**src/rtl/keypad_conditioner_if.sv**
```systemverilog
// Keypad conditioner signal bundle: raw switch inputs toward the
// conditioner, cleaned strobe/digit and debug status back out.
interface keypad_conditioner_if;
    logic [3:0] raw_digit;
    logic       raw_enter;
    logic [3:0] digit_out;
    logic       enter_pulse;
    logic       busy;
    logic [3:0] glitch_cnt;
    logic [2:0] fsm_state;

    // Driver of the raw switches / consumer of the cleaned outputs.
    modport master (
        output raw_digit, raw_enter,
        input  digit_out, enter_pulse, busy, glitch_cnt, fsm_state
    );

    // The conditioner itself.
    modport slave (
        input  raw_digit, raw_enter,
        output digit_out, enter_pulse, busy, glitch_cnt, fsm_state
    );
endinterface

```
**src/rtl/keypad_conditioner.sv**
```systemverilog
// Keypad conditioner: synchronizes the asynchronous digit switches and the
// bouncing enter button, debounces press and release, and emits one
// enter_pulse per accepted press together with the digit captured at that
// press. Aborted presses are counted in a saturating 4-bit glitch counter.
module keypad_conditioner #(
    parameter int DEBOUNCE_CYCLES = 16
) (
    input  logic                 clk,
    input  logic                 reset,
    keypad_conditioner_if.slave  kp
);

    localparam logic [2:0] IDLE         = 3'd0;
    localparam logic [2:0] PRESS_WAIT   = 3'd1;
    localparam logic [2:0] FIRE         = 3'd2;
    localparam logic [2:0] HELD         = 3'd3;
    localparam logic [2:0] RELEASE_WAIT = 3'd4;

    // Terminal count of the debounce window; the counter never passes it.
    localparam logic [7:0] LAST_CNT = 8'(DEBOUNCE_CYCLES - 1);

    logic       sync1_enter, s_enter;
    logic [3:0] sync1_digit, s_digit;
    logic [2:0] state;
    logic [7:0] cnt;
    logic [3:0] cand_digit;
    logic [3:0] digit_q;
    logic [3:0] glitch_q;

    // Two-flop synchronizers; only the second stage feeds the FSM.
    always_ff @(posedge clk) begin
        if (reset) begin
            sync1_enter <= 1'b0;
            s_enter     <= 1'b0;
            sync1_digit <= 4'd0;
            s_digit     <= 4'd0;
        end else begin
            sync1_enter <= kp.raw_enter;
            s_enter     <= sync1_enter;
            sync1_digit <= kp.raw_digit;
            s_digit     <= sync1_digit;
        end
    end

    // Debounce FSM with its window counter, candidate digit, captured digit
    // and glitch counter. Every state change clears the counter.
    always_ff @(posedge clk) begin
        if (reset) begin
            state      <= IDLE;
            cnt        <= 8'd0;
            cand_digit <= 4'd0;
            digit_q    <= 4'd0;
            glitch_q   <= 4'd0;
        end else begin
            case (state)
                IDLE: begin
                    if (s_enter) begin
                        state      <= PRESS_WAIT;
                        cnt        <= 8'd0;
                        cand_digit <= s_digit;
                    end
                end
                PRESS_WAIT: begin
                    if (!s_enter) begin
                        state <= IDLE;
                        cnt   <= 8'd0;
                        if (glitch_q != 4'd15)
                            glitch_q <= glitch_q + 4'd1;
                    end else if (s_digit != cand_digit) begin
                        // Digit still settling: restart the window on the new value.
                        cand_digit <= s_digit;
                        cnt        <= 8'd0;
                    end else if (cnt == LAST_CNT) begin
                        state   <= FIRE;
                        cnt     <= 8'd0;
                        digit_q <= cand_digit;
                    end else begin
                        cnt <= cnt + 8'd1;
                    end
                end
                FIRE: begin
                    state <= HELD;
                    cnt   <= 8'd0;
                end
                HELD: begin
                    if (!s_enter) begin
                        state <= RELEASE_WAIT;
                        cnt   <= 8'd0;
                    end
                end
                RELEASE_WAIT: begin
                    if (s_enter) begin
                        // Release bounce: back to HELD silently.
                        state <= HELD;
                        cnt   <= 8'd0;
                    end else if (cnt == LAST_CNT) begin
                        state <= IDLE;
                        cnt   <= 8'd0;
                    end else begin
                        cnt <= cnt + 8'd1;
                    end
                end
                default: begin
                    state <= IDLE;
                    cnt   <= 8'd0;
                end
            endcase
        end
    end

    // Outputs decoded straight from registers, no extra latency.
    assign kp.digit_out   = digit_q;
    assign kp.enter_pulse = (state == FIRE);
    assign kp.busy        = (state != IDLE);
    assign kp.glitch_cnt  = glitch_q;
    assign kp.fsm_state   = state;

endmodule
```
**src/flat_wrapper.sv**
```systemverilog
// flat-port wrapper written by rule: the top's interface ports become plain ports
module keypad_conditioner_flat 
#(
    parameter int DEBOUNCE_CYCLES = 16
)
  (clk, reset, kp_raw_digit, kp_raw_enter, kp_digit_out, kp_enter_pulse, kp_busy, kp_glitch_cnt, kp_fsm_state);
  keypad_conditioner_if kp_i ();
  input  logic clk;
  input  logic reset;
  input wire logic [$bits(kp_i.raw_digit)-1:0] kp_raw_digit;
  input wire logic [$bits(kp_i.raw_enter)-1:0] kp_raw_enter;
  output wire logic [$bits(kp_i.digit_out)-1:0] kp_digit_out;
  output wire logic [$bits(kp_i.enter_pulse)-1:0] kp_enter_pulse;
  output wire logic [$bits(kp_i.busy)-1:0] kp_busy;
  output wire logic [$bits(kp_i.glitch_cnt)-1:0] kp_glitch_cnt;
  output wire logic [$bits(kp_i.fsm_state)-1:0] kp_fsm_state;
  assign kp_i.raw_digit = kp_raw_digit;
  assign kp_i.raw_enter = kp_raw_enter;
  assign kp_digit_out = kp_i.digit_out;
  assign kp_enter_pulse = kp_i.enter_pulse;
  assign kp_busy = kp_i.busy;
  assign kp_glitch_cnt = kp_i.glitch_cnt;
  assign kp_fsm_state = kp_i.fsm_state;
  keypad_conditioner #(.DEBOUNCE_CYCLES(DEBOUNCE_CYCLES)) u_core (.clk(clk), .reset(reset), .kp(kp_i));
endmodule
```
**config.mk**
```make
export PLATFORM = sky130hd
export DESIGN_NAME = keypad_conditioner_flat
export DESIGN_NICKNAME = d
export VERILOG_FILES = /design/src/rtl/keypad_conditioner_if.sv /design/src/rtl/keypad_conditioner.sv /design/src/flat_wrapper.sv
export SDC_FILE = /design/constraint.sdc
export NUM_CORES = 1
export LEC_CHECK = 0
export ABC_AREA = 1
export BUFFER_PORTS_ARGS = -buffer_cell sky130_fd_sc_hd__buf_2
export CORE_UTILIZATION = 51
export CTS_CLUSTER_DIAMETER = 40
export DETAILED_ROUTE_END_ITERATION = 16
export PLACE_DENSITY_LB_ADDON = 0.12
export RECOVER_POWER = 50
export SLEW_MARGIN = 20
export SYNTH_ARGS = -nofsm -noshare
export SYNTH_HDL_FRONTEND = slang
export SYNTH_SLANG_ARGS = --single-unit
```
**constraint.sdc**
```tcl
create_clock -name clk -period 1.5 [get_ports clk]
set_clock_uncertainty 0.1 [all_clocks]
set_input_delay 0.075 -clock clk [delete_from_list [all_inputs] [get_ports clk]]
set_output_delay 0.075 -clock clk [all_outputs]
set_load 0.02 [all_outputs]
```
; Yosys cells after proc, flatten, opt, wreduce, memory -nomap -nowiden
; Index checks and enable logic that the tools add are counted.
[classes]
bitwise = 2
mux = 19
reduce_logical = 8
n_eq_ne = 14
addsub = 2
[ops]
columns = operator, n
row1 = two-way mux 8 bit, 6
row2 = case mux 8 bit (4 select lines), 1
row3 = two-way mux 3 bit, 7
row4 = case mux 3 bit (5 select lines), 1
row5 = two-way mux 4 bit, 3
row6 = adder 8 x 1 -> 8 bit (second input constant), 1
row7 = == test 8 x 4 -> 1 bit (second input constant), 1
row8 = case mux 4 bit (2 select lines), 1
row9 = AND reduction 4 bit, 2
row10 = == test 3 x 2 -> 1 bit (second input constant), 2
row11 = != test 2 x 1 -> 1 bit (second input constant), 3
row12 = != test 3 bit (second input constant), 2
row13 = AND reduction 5 bit, 1
row14 = adder 4 x 1 -> 4 bit (second input constant), 1
row15 = != test 4 bit, 1
row16 = != test 4 bit (second input constant), 1
row17 = == test 3 x 1 -> 1 bit (second input constant), 1
row18 = == test 3 bit (second input constant), 1
row19 = logical NOT 3 bit, 1
row20 = != test 3 x 1 -> 1 bit (second input constant), 1
row21 = AND reduction 3 bit, 1
row22 = nonzero test 3 bit, 1
row23 = != test 2 bit (second input constant), 1
row24 = NOT 1 bit, 2
row25 = 2 further kinds, 2
[word_totals]
out_inout_bits = 13
regBits = 33

; Logic depth before layout (Yosys ltp)
; Gate-level depths: netlist of run 1.
[logic_depth]
word_depth = 5
depth_mapped = 10
depth_no_buf = 10

; Least setup slack after synthesis of run 1
; Ideal clock, no wire load.
[synth_path]
path_kind = register to register
start = register u_core.state[0] (netlist: u_core.kp.fsm_state[0])
end = register u_core.cnt[2]
path_buffers = 0
required_time_ps = 1281
synth_period_minus_slack_ps = 1435
stages_incl_launch_ff = 9
arrival_ps = 1215
setup_slack_ps = 65
cell_sequence = dfxtp_1 nor2_2 nand2_2 nand2_2 nand2_4 inv_4 nor2_1 o21ai_0 a21oi_1
[synth_between]
elab_chain_cells = 3
elab_cells_between_ends = 8
[synth_lines]
columns = element, line
row1 = start: declaration, keypad_conditioner.sv:24  ; logic [2:0] state;
row2 = start signal: assignment, keypad_conditioner.sv:49  ; state <= IDLE;
row3 = start signal: assignment, keypad_conditioner.sv:58  ; state <= PRESS_WAIT;
row4 = start signal: assignment, keypad_conditioner.sv:65  ; state <= IDLE;
row5 = == test 3 x 2 -> 1 bit or logical NOT 3 bit (tied branches), keypad_conditioner.sv:55  ; case (state)
row6 = != test 2 bit (no line) or != test 2 x 1 -> 1 bit (tied branches), -
row7 = AND reduction 2 bit (no line), -
row8 = end signal: assignment, keypad_conditioner.sv:78  ; cnt <= cnt + 8'd1;
row9 = end signal: assignment, keypad_conditioner.sv:100  ; cnt <= cnt + 8'd1;
row10 = end: declaration, keypad_conditioner.sv:25  ; logic [7:0] cnt;
; Several ways; a longest one is shown, not always the timed one.
; A chain may end at the register's enable or synchronous reset.

; Final worst setup path of run 1
[layout_path]
start = register u_core.cnt[0]
end = register u_core.digit_q[0] (netlist: u_core.kp.digit_out[0])
[layout_between]
elab_chain_cells = 2
[layout_lines]
columns = element, line
row1 = == test 8 x 4 -> 1 bit, keypad_conditioner.sv:73  ; end else if (cnt == LAST_CNT) begin
row2 = AND reduction 4 bit (no line), -
row3 = end signal: assignment, keypad_conditioner.sv:76  ; digit_q <= cand_digit;
row4 = end: declaration, keypad_conditioner.sv:27  ; logic [3:0] digit_q;
; Every way passes these cells.

==> results of run 1 <==
layout make-up:
| cell class | instances | area [µm²] |
|---|---|---|
| flip-flops and latches | 33 | 676 |
| repair buffers | 33 | 206 |
| multi-input cells | 153 | 800 |
| inverters | 39 | 151 |
| clock buffers | 6 | 51.3 |
| fillers | 260 | 922 |
| clock inverters | 1 | 7.51 |
| well taps | 31 | 38.8 |
state kept, by name (all words and copies together) (netlist names):
signal / count
u_core.sync1_enter: 1
u_core.s_enter: 1
u_core.cnt: 8
u_core.kp.fsm_state: 3
u_core.s_digit: 4
u_core.kp.glitch_cnt: 4
u_core.cand_digit: 4
u_core.kp.digit_out: 4
u_core.sync1_digit: 4
through the flow:
stage | util (%) | instance area (µm²) | power (W) | worst slack (ns) | hold slack, ns
finish | 67.7 | 1930 | 0.00230 | 0.0940 | 0.0219
global route | 67.7 | 1930 | 0.00248 | -0.0148 | 0.0234
CTS | 65.4 | 1860 | 0.00228 | 0.00273 | 0.0210
detailed placement | 61.4 | 1750 | 0.00176 | -0.0105 | 0.181
global placement | 61.4 | 1750 | 0.00176 | 0.0439 | 0.173
floorplan | - | 1590 | 0.00158 | 0.0653 | 0.0820
Yosys cell counts, drive strengths merged:
cell type / number / area share, %
nand3b: 1 / 0.47
a21boi: 1 / 0.47
nor3: 1 / 0.32
clkinv: 2 / 0.63
nand3: 23 / 8.0
xnor2: 1 / 0.55
nand4: 2 / 1.2
or2: 1 / 0.39
o21bai: 1 / 0.71
nand2: 55 / 15
nor2: 37 / 10
o21ai: 12 / 4.0
buf: 3 / 1.3
ha: 2 / 1.6
dfxtp: 33 / 42
inv: 37 / 8.9
a21oi: 16 / 5.0
routing by layer:
layer	wire, µm	global-route usage, %	up-vias	share of wire, %
met5	0	0	-	0
met1	1480	24.6	635	49
met3	112	6.70	6	3.7
li1	-	-	784	-
met2	1390	33.7	24	46
met4	44	7.14	0	1.5
placed cells by master, fill, tap and decap left out, types with 2 or more instances in the layout:
cell type      Yosys  layout
nand2_1           48      46
inv_1             35      34
nor2_1            33      31
nand3_1           22      22
dfxtp_1           33      21
a21oi_1           16      16
dfxtp_2            0      12
buf_2              1      11
clkbuf_1           0       8
buf_4              0       8
nand2_2            5       7
o21ai_0           11       7
clkbuf_4           0       5
dlygate4sd3_1      0       5
nor2_4             2       4
o21ai_1            0       3
inv_2              1       2
nand2_4            2       2
nor2_2             2       2
clkinv_2           2       2
o21ai_2            1       2
kinds of logic after synthesis:
family / count (synthesis) / synth area share [%]
adder cells (fa/ha/maj): 2 / 1.58
flip-flops: 33 / 41.6
AND/OR/NAND/NOR: 120 / 35.2
AO/OA/AOI/OAI: 30 / 10.3
buffers and inverters: 42 / 10.8
XOR/XNOR: 1 / 0.552
worst paths after layout:
check / endpoint
hold / removal: u_core.cnt[1]$_SDFFE_PP0P_
hold reg to reg: u_core.s_digit[0]$_SDFF_PP0_
setup / recovery: u_core.kp.digit_out[0]$_SDFFE_PP0P_
setup reg to reg: u_core.kp.digit_out[0]$_SDFFE_PP0P_
worst reg2reg max path, delay by kind of cell, from the launching register on:
family | cells | cell delay [ns]
AO/OA/AOI/OAI | 1 | 0.15
adder cells (fa/ha/maj) | 1 | 0.14
AND/OR/NAND/NOR | 5 | 0.48
buffers and inverters | 1 | 0.07
flip-flops | 1 | 0.37
repair_timing:
item,in CTS,in global routing
hold endpoints to repair,5,0
hold buffers,5,0
buffers inserted,0,2
pin swaps,1,5
endpoints found under the setup margin,5,19
gates cloned,0,0
resized for setup,2,26
where the power goes:
group | leakage [nW] | switching, W | internal [W]
Combinational | 0.547 | 0.000503 | 0.000250
Clock | 0.0303 | 0.000291 | 0.000219
Sequential | 0.274 | 0.0000775 | 0.000955
==> summary.txt, run 1 <==
Run status
  – Outcome: complete, but fails checks
  – Failing checks: design-rule violations

Final layout
  – Non-filler cells, final: 296
  – Layout Area Growth over Synthesis: 21.7%
  – Layout cells sized above 1: 24.9%
  – Antenna cells: 0
  – Nets@finish: 274

Worst setup path
  – Cell count along the critical path: 8
  – R2R Setup Slk: 0.09 ns
  – R2R depth: 8
  – Arr. time, crit path: 1.55 ns
  – CP Max Fanout: 5
  – Crit Path Category: reg -> reg
  – Crit-path cells: ha_4 -> nand2_2 -> nor2_2 -> inv_1 -> nor2_2 -> nand4_4 -> o21ai_1 -> nor2_1
  – Slowest cell on the critical path: dfxtp_2
  – CP endpoint kind: flip-flop
  – Critical path startpoint: u_core.cnt[0]$_SDFFE_PP0P_
  – WP data required: 1.64 ns
  – CP top delay family: simple AND/OR/NAND/NOR gates
  – Worst Path Buf+Inv: 1
  – Max incr delay on CP: 0.37 ns
  – CP most frequent cell: nor2_2
  – Crit start category: flip-flop
  – Reg2reg start: u_core.cnt[0]$_SDFFE_PP0P_

Timing
  – Unrepaired setup endpoints after global routing: true
  – Final Hold Vio Count: 0
  – Final period util: 93.7%
  – Final setup violation count: 0
  – Slew Limit Fails: 0
  – Setup TNS: 0 ns
  – Worst-Margin Slew: 0.459 ns
  – Fmax: 711 MHz
  – Max-slew headroom: 69.3%
  – Minimum clock period: 1.41 ns

GRT
  – GRT Overall Usage: 20.3%
  – Initial antenna violation count: 0
  – Number of global-route vias before repair: 1242
  – Largest net degree at the start of global routing: 19
  – Global route total overflow: 0
  – First-pass GRT wire length: 5.13 mm

Route
  – Drt first pass iters: 10
  – Final WL: 3.02 mm
  – DR iter-0 viols: 52
  – DRC: 1
  – Vias: 1449
  – Via density: 4.90
  – Post-route ant nets: 0
  – WL/cell: 10.2 µm

CTS
  – CTS Buffer Depth: 2
  – Clk_lat worst skew: 0.33 ns
  – CTS buffer count: 5
  – Reg clk slew, reported paths: 0.10 ns
  – Root Buffer: clkbuf_4
  – CTS tree: done
  – Sink Count: 33
  – H-tree depth: 2

Min path
  – Worst Hold Class: in -> reg
  – Min-delay src: reset
  – Cells on Worst Hold Path: 3

Synth
  – Synth warn: 0
  – Seq/Total Area, Yosys: 41.6%
  – Distinct cells, synth: 28
  – Mean area per synthesized cell: 6.96 µm²
  – Synthesized flop and latch total: 33
  – Post-Syn Nets: 237
  – Synthesized cell area: 1590 µm²
  – Syn Inst Count: 228

Placed design
  – Placed Cells incl. Taps: 282
  – Post-DP HPWL: 2.17 mm
  – RePlAce Congestion: 0.842
  – IO Port Bufs: 19

Pwr
  – Max VDD drop: 0.798 mV
  – Pleak: 0.851 nW
  – Power Density: 1190 nW/µm²

Job
  – # Max-Cap Violations: 0

Die
  – Die width: 57.8 µm
  – CORE AREA: 2850 µm²
  – Die Area: 3340 µm²
  – Die Height: 57.8 µm
  – # rows: 19
  – Initial Util: 55.6%
  – Ports: 20
Power figures use the tool's default switching activity.
==> run 2: changes to the inputs <==
- RECOVER_POWER: 50 -> not set
==> summary.txt, run 2 (same netlist as run 1, synthesis figures left out) <==
GRT
  – GRT Overall Usage: 20.3% (unchanged)
  – First-pass GRT wire length: 5.13 mm (unchanged)
  – Number of global-route vias before repair: 1242 (unchanged)
  – Largest net degree at the start of global routing: 19 (unchanged)
  – Global route total overflow: 0 (unchanged)
  – Initial antenna violation count: 0 (unchanged)

Final layout
  – Max reg flops: 8 (unchanged)
  – Layout Area Growth over Synthesis: 22.3% (was 21.7%)
  – Final core occ: 68.0% (was 67.7%)
  – Commonest non-fill, non-tap cells in the layout: 46 x nand2_1, 34 x inv_1, 31 x nor2_1 (unchanged)
  – Layout cells sized above 1: 27.9% (was 24.9%)
  – Antenna cells: 0 (unchanged)
  – Reg with most FFs: u_core.cnt (unchanged)
  – Commonest non-fill, non-tap cell in the layout: nand2_1 (unchanged)
  – Fillcell total: 257 (was 260)
  – Nets@finish: 274 (unchanged)

Die
  – Die width: 57.8 µm (unchanged)
  – Ports: 20 (unchanged)
  – Die Area: 3340 µm² (unchanged)
  – CORE AREA: 2850 µm² (unchanged)
  – Initial Util: 55.6% (unchanged)
  – # rows: 19 (unchanged)
  – Die Height: 57.8 µm (unchanged)

Worst setup path
  – Crit Path Category: reg -> reg (unchanged)
  – WP data required: 1.64 ns (about the same)
  – R2R Setup Slk: 0.09 ns (about the same)
  – Reg2reg start: u_core.cnt[0]$_SDFFE_PP0P_ (unchanged)
  – RR Endpoint: u_core.kp.digit_out[0]$_SDFFE_PP0P_ (unchanged)
  – Critical path startpoint: u_core.cnt[0]$_SDFFE_PP0P_ (unchanged)
  – R2R depth: 8 (unchanged)
  – Arr. time, crit path: 1.55 ns (about the same)
  – CP endpoint kind: flip-flop (unchanged)
  – Crit start category: flip-flop (unchanged)
  – Worst setup path endpoint: u_core.kp.digit_out[0]$_SDFFE_PP0P_ (unchanged)
  – CP Max Fanout: 5 (unchanged)

Timing
  – Hold_ws: 0.0223 ns (was 0.0219 ns)
  – Worst-Margin Slew: 0.457 ns (was 0.459 ns)
  – Minimum clock period: 1.41 ns (about the same)
  – Fmax: 712 MHz (was 711 MHz)
  – Unrepaired setup endpoints after global routing: true (unchanged)
  – Max-slew headroom: 69.5% (was 69.3%)
  – Final period util: 93.7% (about the same)
  – Final Hold Vio Count: 0 (unchanged)
  – Slew Limit Fails: 0 (unchanged)
  – Final setup violation count: 0 (unchanged)

CTS
  – CTS Buffer Depth: 2 (unchanged)
  – CTS buffer count: 5 (unchanged)
  – Sink Count: 33 (unchanged)
  – Clk_lat worst skew: 0.33 ns (about the same)
  – H-tree depth: 2 (unchanged)
  – Reg clk slew, reported paths: 0.10 ns (about the same)
  – Root Buffer: clkbuf_4 (unchanged)
  – CTS tree: done (unchanged)

Pwr
  – Pleak: 0.886 nW (was 0.851 nW)
  – Power Density: 1190 nW/µm² (about the same)
  – Max VDD drop: 0.798 mV (about the same)

Route
  – WL/cell: 10.2 µm (about the same)
  – Post-route ant nets: 0 (unchanged)
  – DR iter-0 viols: 51 (was 52)
  – Drt first pass iters: 10 (unchanged)
  – Vias: 1447 (was 1449)
  – Via density: 4.89 (was 4.90)
  – DRC: 1 (unchanged)
  – Final WL: 3.03 mm (was 3.02 mm)

Placed design
  – Post-DP HPWL: 2.17 mm (unchanged)
  – IO Port Bufs: 19 (unchanged)
  – RePlAce Congestion: 0.842 (unchanged)

Job
  – # Max-Cap Violations: 0 (unchanged)

Min path
  – Worst Hold Class: in -> reg (unchanged)

Run status
  – Outcome: complete, but fails checks (unchanged)
  – Failing checks: design-rule violations (unchanged)
-- run 2: stage by stage --
step           TNS, ns  instances  area [µm²]  setup WS (ns)  power (W)
2_1_floorplan        0        228        1590         0.0653    0.00158
3_3_place_gp         0        282        1750         0.0439    0.00176
3_5_place_dp   -0.0105        282        1750        -0.0105    0.00176
4_1_cts              0        294        1860        0.00273    0.00228
5_1_grt        -0.0230        296        1940        -0.0148    0.00249
6_report             0        296        1940         0.0946    0.00230
-- run 2: routing by layer --
layer | global-route usage (%) | up-vias | wire [µm]
li1 | - | 784 | -
met2 | 33.7 | 24 | 1390
met4 | 7.14 | 0 | 44
met3 | 6.70 | 6 | 114
met5 | 0 | - | 0
met1 | 24.6 | 633 | 1480
-- run 2: how the worst min path moves through the flow --
stage	start	slack, ns	depth (start not counted)	endpoint
global route	reset	0.02	3	u_core.kp.glitch_cnt[3]$_SDFFE_PP0P_
detailed placement	kp_raw_digit[1]	0.18	3	u_core.sync1_digit[1]$_SDFF_PP0_
CTS	reset	0.02	3	u_core.cnt[1]$_SDFFE_PP0P_
floorplan	kp_raw_digit[0]	0.08	2	u_core.sync1_digit[0]$_SDFF_PP0_
global placement	kp_raw_digit[3]	0.17	3	u_core.sync1_digit[3]$_SDFF_PP0_
finish	reset	0.02	3	u_core.cnt[1]$_SDFFE_PP0P_
-- run 2: layout make-up --
| type | count | area [µm²] | share of cell area [%] |
|---|---|---|---|
| Multi-Input combinational cell | 153 | 800 | 41.2 |
| Sequential cell | 33 | 676 | 34.8 |
| Timing Repair Buffer | 33 | 216 | 11.2 |
| Inverter | 39 | 151 | 7.80 |
| Clock buffer | 6 | 51.3 | 2.64 |
| Tap cell | 31 | 38.8 | 2.00 |
| Clock inverter | 1 | 7.51 | 0.387 |
-- run 2: power breakdown --
group          switching [W]  internal, W
sequential         0.0000772     0.000955
clock               0.000290     0.000219
combinational       0.000503     0.000255
total               0.000871      0.00143
-- run 2: critical path, stage by stage (launching register included) --
cell	delay [ns]
dfxtp_2	0.37
ha_4	0.14
nand2_2	0.06
nor2_2	0.10
inv_1	0.07
nor2_2	0.14
nand4_4	0.13
o21ai_1	0.15
nor2_1	0.05
-- run 2: what timing repair did --
item | 4_1_cts | 5_1_grt
pin swaps | 1 | 5
buffers inserted | 0 | 2
hold endpoints to repair | 5 | 0
resized for setup | 2 | 26
endpoints found under the setup margin | 5 | 19
hold buffers | 5 | 0
